===== src/rtl/mem_bus_arbiter.sv =====
// Two-requester (icache/dcache) arbiter onto a single memory port.
// Round-robin with a hold-on-refusal lock, and load tags steered back to their owner.
module mem_bus_arbiter #(
  parameter int MAX_OUTSTANDING = 8,
  parameter int XLEN            = 32,
  parameter int SIZE_W          = 2
) (
  input  logic              clk,
  input  logic              reset,
  input  logic [1:0]        ic_command,
  input  logic [XLEN-1:0]   ic_addr,
  input  logic [63:0]       ic_data,
  input  logic [SIZE_W-1:0] ic_size,
  input  logic [1:0]        dc_command,
  input  logic [XLEN-1:0]   dc_addr,
  input  logic [63:0]       dc_data,
  input  logic [SIZE_W-1:0] dc_size,
  output logic [3:0]        ic_response,
  output logic [3:0]        dc_response,
  output logic [3:0]        ic_tag,
  output logic [3:0]        dc_tag,
  output logic [63:0]       ret_data,
  output logic [1:0]        proc2mem_command,
  output logic [XLEN-1:0]   proc2mem_addr,
  output logic [63:0]       proc2mem_data,
  output logic [SIZE_W-1:0] proc2mem_size,
  input  logic [3:0]        mem2proc_response,
  input  logic [63:0]       mem2proc_data,
  input  logic [3:0]        mem2proc_tag,
  output logic              stray_tag
);

  localparam logic [1:0] BUS_NONE = 2'd0;
  localparam logic [1:0] BUS_LOAD = 2'd1;
  localparam logic [3:0] MAX_CNT  = 4'(MAX_OUTSTANDING);

  // Owner bit: 0 = icache, 1 = dcache. Entry 0 is never written (tag 0 means none).
  logic [15:0] r_valid;
  logic [15:0] r_owner;
  logic [3:0]  r_ic_cnt;
  logic [3:0]  r_dc_cnt;
  logic        r_last_grant;
  logic        r_locked;
  logic        r_lock_owner;
  logic        r_stray;

  logic w_ic_elig, w_dc_elig;
  logic w_gnt_valid, w_gnt_dc;
  logic w_accept, w_load_acc;
  logic w_ret_valid, w_ret_dc;

  function automatic logic [3:0] cnt_next(input logic [3:0] cnt, input logic inc, input logic dec);
    logic [3:0] res;
    res = cnt;
    if (inc && !dec && (cnt < MAX_CNT)) res = cnt + 4'd1;
    else if (dec && !inc && (cnt != 4'd0)) res = cnt - 4'd1;
    else res = cnt;
    return res;
  endfunction

  assign w_ic_elig = (ic_command != BUS_NONE) && !((ic_command == BUS_LOAD) && (r_ic_cnt == MAX_CNT));
  assign w_dc_elig = (dc_command != BUS_NONE) && !((dc_command == BUS_LOAD) && (r_dc_cnt == MAX_CNT));

  // Grant selection: a live lock overrides round-robin.
  always_comb begin
    w_gnt_valid = 1'b0;
    w_gnt_dc    = 1'b0;
    if (r_locked && (r_lock_owner ? w_dc_elig : w_ic_elig)) begin
      w_gnt_valid = 1'b1;
      w_gnt_dc    = r_lock_owner;
    end else if (w_ic_elig && w_dc_elig) begin
      w_gnt_valid = 1'b1;
      w_gnt_dc    = ~r_last_grant;
    end else if (w_ic_elig) begin
      w_gnt_valid = 1'b1;
      w_gnt_dc    = 1'b0;
    end else if (w_dc_elig) begin
      w_gnt_valid = 1'b1;
      w_gnt_dc    = 1'b1;
    end else begin
      w_gnt_valid = 1'b0;
      w_gnt_dc    = 1'b0;
    end
  end

  // Forward the granted requester's command onto the memory port.
  always_comb begin
    proc2mem_command = BUS_NONE;
    proc2mem_addr    = '0;
    proc2mem_data    = 64'd0;
    proc2mem_size    = '0;
    if (w_gnt_valid && w_gnt_dc) begin
      proc2mem_command = dc_command;
      proc2mem_addr    = dc_addr;
      proc2mem_data    = dc_data;
      proc2mem_size    = dc_size;
    end else if (w_gnt_valid) begin
      proc2mem_command = ic_command;
      proc2mem_addr    = ic_addr;
      proc2mem_data    = ic_data;
      proc2mem_size    = ic_size;
    end else begin
      proc2mem_command = BUS_NONE;
    end
  end

  assign w_accept    = w_gnt_valid && (mem2proc_response != 4'd0);
  assign w_load_acc  = w_accept && (proc2mem_command == BUS_LOAD);
  assign ic_response = (w_gnt_valid && !w_gnt_dc) ? mem2proc_response : 4'd0;
  assign dc_response = (w_gnt_valid &&  w_gnt_dc) ? mem2proc_response : 4'd0;

  assign w_ret_valid = (mem2proc_tag != 4'd0) && r_valid[mem2proc_tag];
  assign w_ret_dc    = r_owner[mem2proc_tag];
  assign ic_tag      = (w_ret_valid && !w_ret_dc) ? mem2proc_tag : 4'd0;
  assign dc_tag      = (w_ret_valid &&  w_ret_dc) ? mem2proc_tag : 4'd0;
  assign ret_data    = mem2proc_data;
  assign stray_tag   = r_stray;

  // Owner table, counts, round-robin pointer, lock and stray flag.
  always_ff @(posedge clk) begin
    if (reset) begin
      r_valid      <= 16'd0;
      r_owner      <= 16'd0;
      r_ic_cnt     <= 4'd0;
      r_dc_cnt     <= 4'd0;
      r_last_grant <= 1'b0;
      r_locked     <= 1'b0;
      r_lock_owner <= 1'b0;
      r_stray      <= 1'b0;
    end else begin
      // Later assignment wins, so a same-tag accept overrides the return clear.
      if (w_ret_valid) r_valid[mem2proc_tag] <= 1'b0;
      if (w_load_acc) begin
        r_valid[mem2proc_response] <= 1'b1;
        r_owner[mem2proc_response] <= w_gnt_dc;
      end
      r_ic_cnt <= cnt_next(r_ic_cnt, w_load_acc && !w_gnt_dc, w_ret_valid && !w_ret_dc);
      r_dc_cnt <= cnt_next(r_dc_cnt, w_load_acc &&  w_gnt_dc, w_ret_valid &&  w_ret_dc);
      r_stray  <= (mem2proc_tag != 4'd0) && !r_valid[mem2proc_tag];
      if (w_accept) r_last_grant <= w_gnt_dc;
      if (w_gnt_valid && (mem2proc_response == 4'd0)) begin
        r_locked     <= 1'b1;
        r_lock_owner <= w_gnt_dc;
      end else if (w_accept) begin
        r_locked <= 1'b0;
      end else if (r_locked && ((r_lock_owner ? dc_command : ic_command) == BUS_NONE)) begin
        r_locked <= 1'b0;
      end
    end
  end

endmodule


===== config.mk =====
export PLATFORM = sky130hd
export DESIGN_NAME = mem_bus_arbiter
export DESIGN_NICKNAME = d
export VERILOG_FILES = /design/src/rtl/mem_bus_arbiter.sv
export SDC_FILE = /design/constraint.sdc
export NUM_CORES = 1
export LEC_CHECK = 0
export CORE_AREA = 2 2 179 181
export DETAILED_ROUTE_END_ITERATION = 6
export DIE_AREA = 0 0 181 183
export GPL_TIMING_DRIVEN = 0
export SETUP_SLACK_MARGIN = 0.3
export SYNTH_ARGS = -nofsm -noshare
export SYNTH_HDL_FRONTEND = slang
export SYNTH_SLANG_ARGS = --single-unit

===== constraint.sdc =====
create_clock -name clk -period 4.4 [get_ports clk]
set_input_delay 0.88 -clock clk [delete_from_list [all_inputs] [get_ports clk]]
set_output_delay 0.88 -clock clk [all_outputs]
set_load 0.03 [all_outputs]

# Word level (Yosys, flattened, before mapping)
# Cells that the tools add are included.
# totals
out_inout_bits,181
ff_bits,44
inputBits,274
# classes
eq_ne,5
bitwise,4
addsub,4
magnitude_cmp,6
n_reduce_logical,48
n_mux,40
# ops
cell,n
$mux 64,2
$mux 32,2
$mux 16,3
$mux 4,8
$logic_and 1x1->1,28
$and 16x16->16,1
$bwmux 16,1
$not 16->16,1
$or 16x16->16,1
$reduce_bool 4->1,4
$mux 1,15
$lt 4x5->1 const B,2
$mux 2,5
$logic_not 1->1,9
$add 4x1->4 const B,2
$bmux 1 s4,2
$demux 1 s4,2
$eq 4x4->1 const B,2
$ge 4x1->1 const B,2
$lt 4x4->1 const B,2
$reduce_bool 2->1,4
$sub 4x1->4 const B,2
$eq 2x1->1 const B,3
$logic_not 4->1,1
3 further kinds,3

# Depth between registers and ports, before layout
# logic_depth
ltp_word,18
ltp_mapped,14
ltp_nobuf,11

# Worst setup path after synthesis
# No wires, ideal clock.
# synth_path
kind,input to register
startpoint,in mem2proc_tag[2]
endpoint,reg r_ic_cnt[2]
path_slack_ps,745
stages,13
t_arrival_ps,3570
n_path_buf,2
path_cell_list,clkbuf_1 -> mux2_2 -> a221oi_1 -> a311oi_1 -> o211a_1 -> buf_2 -> nand2b_1 -> fa_1 -> xnor2_1 -> nor2_1 -> mux2i_1 -> mux2_2 -> a211oi_1
# synth_via
elab_chain_len,8
elab_cells_between_ends,15
classes_between,5 x mux; 10 x reduce/logical
# synth_lines
element,line_no,text
from (decl),29,"input logic [3:0] mem2proc_tag,"
"$bmux 1 s4, on equally long branches","112, 113",
"$mux 1, on equally long branches","112, 113",
$logic_and 1x1->1 / $logic_not 1->1 (equally long branches),"112, 137",
$logic_and 1x1->1 *,137,"r_ic_cnt <= cnt_next(r_ic_cnt, w_load_acc && !w_gnt_dc, w_ret_valid && !w_ret_dc);"
$logic_not 1->1,55,if (inc && !dec && (cnt < MAX_CNT)) res = cnt + 4'd1;
$logic_and 1x1->1 (2 in series),55,
$mux 4 / $reduce_bool 2->1 (equally long branches),-,
to (signal assigned),137,
to (decl),40,logic [3:0] r_ic_cnt;
# Every way passes the cells marked *; elsewhere a longest branch is shown, timed or not. The select of a mux whose other input is x is not followed.
# A chain may end at the register's enable or synchronous reset.

# Worst setup path after layout
# layout_path
startpoint,in dc_command[0]
endpoint,out proc2mem_data[2]
# layout_via
elab_chain_len,10
elab_cells_between_ends,18
classes_between,1 x eq/ne; 10 x mux; 7 x reduce/logical
# layout_lines
element,line_no,text
from (decl),14,"input logic [1:0] dc_command,"
$eq 2x1->1,62,assign w_dc_elig = (dc_command != BUS_NONE) && !((dc_command == BUS_LOAD) && (r_dc_cnt == MAX_CNT));
$logic_and 1x1->1,62,
$logic_not 1->1,62,
$logic_and 1x1->1 *,62,
$mux 1,77,end else if (w_dc_elig) begin
$mux 1,74,end else if (w_ic_elig) begin
$mux 1,71,end else if (w_ic_elig && w_dc_elig) begin
$mux 1,68,if (r_locked && (r_lock_owner ? w_dc_elig : w_ic_elig)) begin
$mux 64 / $logic_and 1x1->1 (equally long branches),"97, 92",
$mux 64 *,92,if (w_gnt_valid && w_gnt_dc) begin
to (decl),25,"output logic [63:0] proc2mem_data,"
# Every way passes the cells marked *; elsewhere a longest branch is shown, timed or not.

==> impl_results.md <==
* Outcome: finished, final reports clean
* Area grow syn2layout at 111%
* Proportion of power drawn by combinational gates at 0.648
* Seq/Total Area, Yosys at 0.208
* CTS tree: done
* Setup TNS at 0 ns
* # fillers at 3,405
* Cell Area, Placed at around 8500 um2
* Nets in the synthesized netlist at about 770
* Psw at 1.05 mW
* Avg Inst Size Synth at 8.41 um2
* Mapped Cells at just under 500
* Min-Delay Endpoint: r_owner[0]
* Synth async-reset ratio at 0
* Reg2Reg Depth at 13
* Core Region at around 31,000 um2
* Worst Path Required at between 3 and 4 ns
* Worst-path clk slew at roughly 0.060 ns
* Crit path time final at approximately 4 ns
* Pin count of the biggest net entering global routing at 16
* Initial antenna violation count at 1
* Hold Fails Final Rpt at 0
* Setup slack, reg-to-reg at ~0.98 ns
* Clk_skew at ~0.008 ns
* Fmax at between 0.2 and 0.3 GHz
* Cts bufs inserted at 5
* Crit end category: output port
* Fin crit share at 0.905
* Clock network power share at 0.160
* Top post-synthesis cells by count: 99 x a22o_1, 64 x buf_4, 43 x dfxtp_1, 33 x nor2_1, 27 x mux2i_1
* Internal Power at 1.28 mW
* Number of global-route vias before repair at between 5,000 and 6,000
* Placer congestion estimate at ~0.86
* Synth Warn # at 0
* Crit path DAT at slightly above 3 ns
* Post-synth top flop: dfxtp_1
* Via count at roughly 5,400
* Final Setup Violations at 0
* Clk sink count at 43
* Drt via density at 4.17
* Post-Layout Cell Count at ~1,300
* Die width at 181 um
* CP Launch Type: input pin
* Max clock buf depth at 2
* Most area-hungry cell type in the Yosys netlist: a22o_1
* WL/cell at roughly 19 um
* Drt total wl at roughly 25,000 um
* GRT Overall Usage at 0.140
* Die H at about 180 um
* Post-route DRC at 0
* Slew at the pin closest to its max-slew limit at about 0.66 ns
* Post-synth EDFFs at 0
* HPWL after DPL at ~22,000 um
* Headroom to the max-slew limit at 0.558
* Ports at 455
* Gr ovfl total at 0
* Final #Nets at approximately 1,200
* Critical path type: in -> out
* Row cnt at 65
* Min-delay src: r_owner[0]
* Post-route design area at about 8700 um2
* Sequential power share at 0.192
* Switch share at 0.449
* MaxCap Viol Count at 0
* PD cells at 267 nW/um2
* Share of layout cells above drive strength 1 at 0.215
* Worst R2R Start: r_ic_cnt[3]
* Min-Delay Path Class: reg -> reg
* Hold path cells at 1
* Power after layout at 2.33 mW
* First-pass GRT wire length at approximately 35,000 um
* Top cells by area, synth: a22o_1 21%, dfxtp_1 21%, buf_4 12%
* Placed Cells at 1,281
* R2R Path End: r_dc_cnt[2]
* Later-pin clock latency in the skew report at 0.29 ns
* Crit path max fanout at 10
* DR pass1 iterations at 4
* RSZ-0062 raised after global routing: no
* Final Max Slew Viols at 0
* CTS Hold Buffers Added at 0
* CTS root buffer: clkbuf_16
* Leakage at 3.63 nW
* Yosys reg bits at 43
* Yosys cell types at 48
* Drt first-iter violations at ~240
* Top-count cell post-synth: a22o_1
* Mapped cell area at 4140 um2
* Post-route ant nets at 0
* Htree depth at 2
* IO buf count at between 300 and 400
* Top cell type's share of synthesized area at 0.209
* Die area at between 30,000 and 40,000 um2
* Max VDD drop at approximately 0.14 mV
* Initial Utilization at 0.133
-- layout by cell type, fill, tap and decap left out, types with 4 or more instances in the layout --
cell type,netlist,layout
mux4_2,7,7
dlygate4sd2_1,0,32
buf_4,64,78
clkdlybuf4s15_2,0,36
inv_1,6,6
clkbuf_4,0,5
nor4_1,4,4
o21ai_0,20,20
nand2b_1,9,9
a31oi_1,4,4
a21oi_1,22,21
mux2_2,5,5
clkbuf_1,24,12
nor3_1,6,5
nand2_1,11,11
dfxtp_1,43,43
clkdlybuf4s15_1,0,24
clkbuf_16,0,5
and2_1,15,15
a22o_1,99,98
clkbuf_2,0,15
o211ai_1,7,7
o2111ai_1,8,8
buf_2,17,14
clkdlybuf4s50_1,0,273
mux2i_1,27,27
nor2_1,33,30
ha_1,4,4
nor2b_1,10,10
-- critical path, stage by stage --
cell and delay, ns:
clkdlybuf4s50_1 0.63, a21oi_2 0.16, and3_2 0.28, nor2_4 0.19, buf_8 0.19, buf_4 0.21, a22o_1 0.15, dlygate4sd2_1 0.40
-- worst max path at each step --
stage                               start                to  slack [ns]  cells after the start
final                       dc_command[0]  proc2mem_data[2]        0.42                      8
after global routing        dc_command[0]  proc2mem_data[2]        0.31                      8
after CTS                   ic_command[1]    ic_response[3]        0.09                      8
after detailed placement    ic_command[1]    ic_response[3]       -1.15                      8
after global placement      ic_command[1]    ic_response[3]       -1.18                      8
after floorplan           mem2proc_tag[2]       r_ic_cnt[2]        0.74                     13
-- area by class of cell --
| class | count | area, um2 | area share |
|---|---|---|---|
| multi-input combinational | 336 | 2650 | 0.303 |
| inverter | 6 | 22.5 | 0.00258 |
| sequential | 43 | 861 | 0.0987 |
| tap | 402 | 503 | 0.0577 |
| buffer | 107 | 729 | 0.0836 |
| clock inverter | 3 | 23.8 | 0.00273 |
| timing repair buffer | 388 | 3810 | 0.437 |
| clock buffer | 5 | 125 | 0.0143 |
| antenna | 1 | 2.50 | 0.000287 |
-- metal layers --
layer / up-vias / global-route usage / part of all wire
met5: - / 0 / 0
met4: 0 / 0.0403 / 0.026
met3: 20 / 0.0421 / 0.090
met2: 285 / 0.238 / 0.47
met1: 2478 / 0.171 / 0.42
li1: 2599 / - / -
-- kinds of logic (layout without fill, tap and decap cells) --
group,count (synthesis),in the layout,synth area share
adders and majority gates,6,6,0.0218
DFF,43,43,0.208
AOI/OAI and AO/OA,182,182,0.344
xor gates and xnor gates,2,2,0.00423
muxes,39,39,0.117
buffers and inverters,113,509,0.167
and+or+nand+nor,107,107,0.138
other,0,1,0
-- power by group through the flow --
stage          combinational (mW)  clock, mW  sequential, mW
3_5_place_dp                 1.56          0           0.456
3_3_place_gp                 1.56          0           0.456
5_1_grt                      1.59      0.399           0.453
6_report                     1.51      0.373           0.448
2_1_floorplan               0.828          0           0.450
4_1_cts                      1.52      0.383           0.448
-- per-stage QoR --
stage	setup WS (ns)	util	hold WS (ns)
floorplan	0.745	-	0.433
global placement	-1.18	0.273	0.449
detailed placement	-1.15	0.273	0.457
CTS	0.0861	0.280	0.467
global route	0.308	0.279	0.501
finish	0.416	0.279	0.470
-- sequential cells by signal, indices dropped and copies added, names as in the netlist --
register and count:
stray_tag 1, r_ic_cnt 4, r_locked 1, r_lock_owner 1, r_owner 16, r_valid 15, r_last_grant 1, r_dc_cnt 4
-- what timing repair did --
action / 4_1_cts / 5_1_grt
resized for setup: 303 / 24
setup endpoints to repair: 113 / 105
pin swaps: 1 / 2
gates cloned: 0 / 0
buffers inserted: 1 / 0
Power figures use the tool's default switching activity.
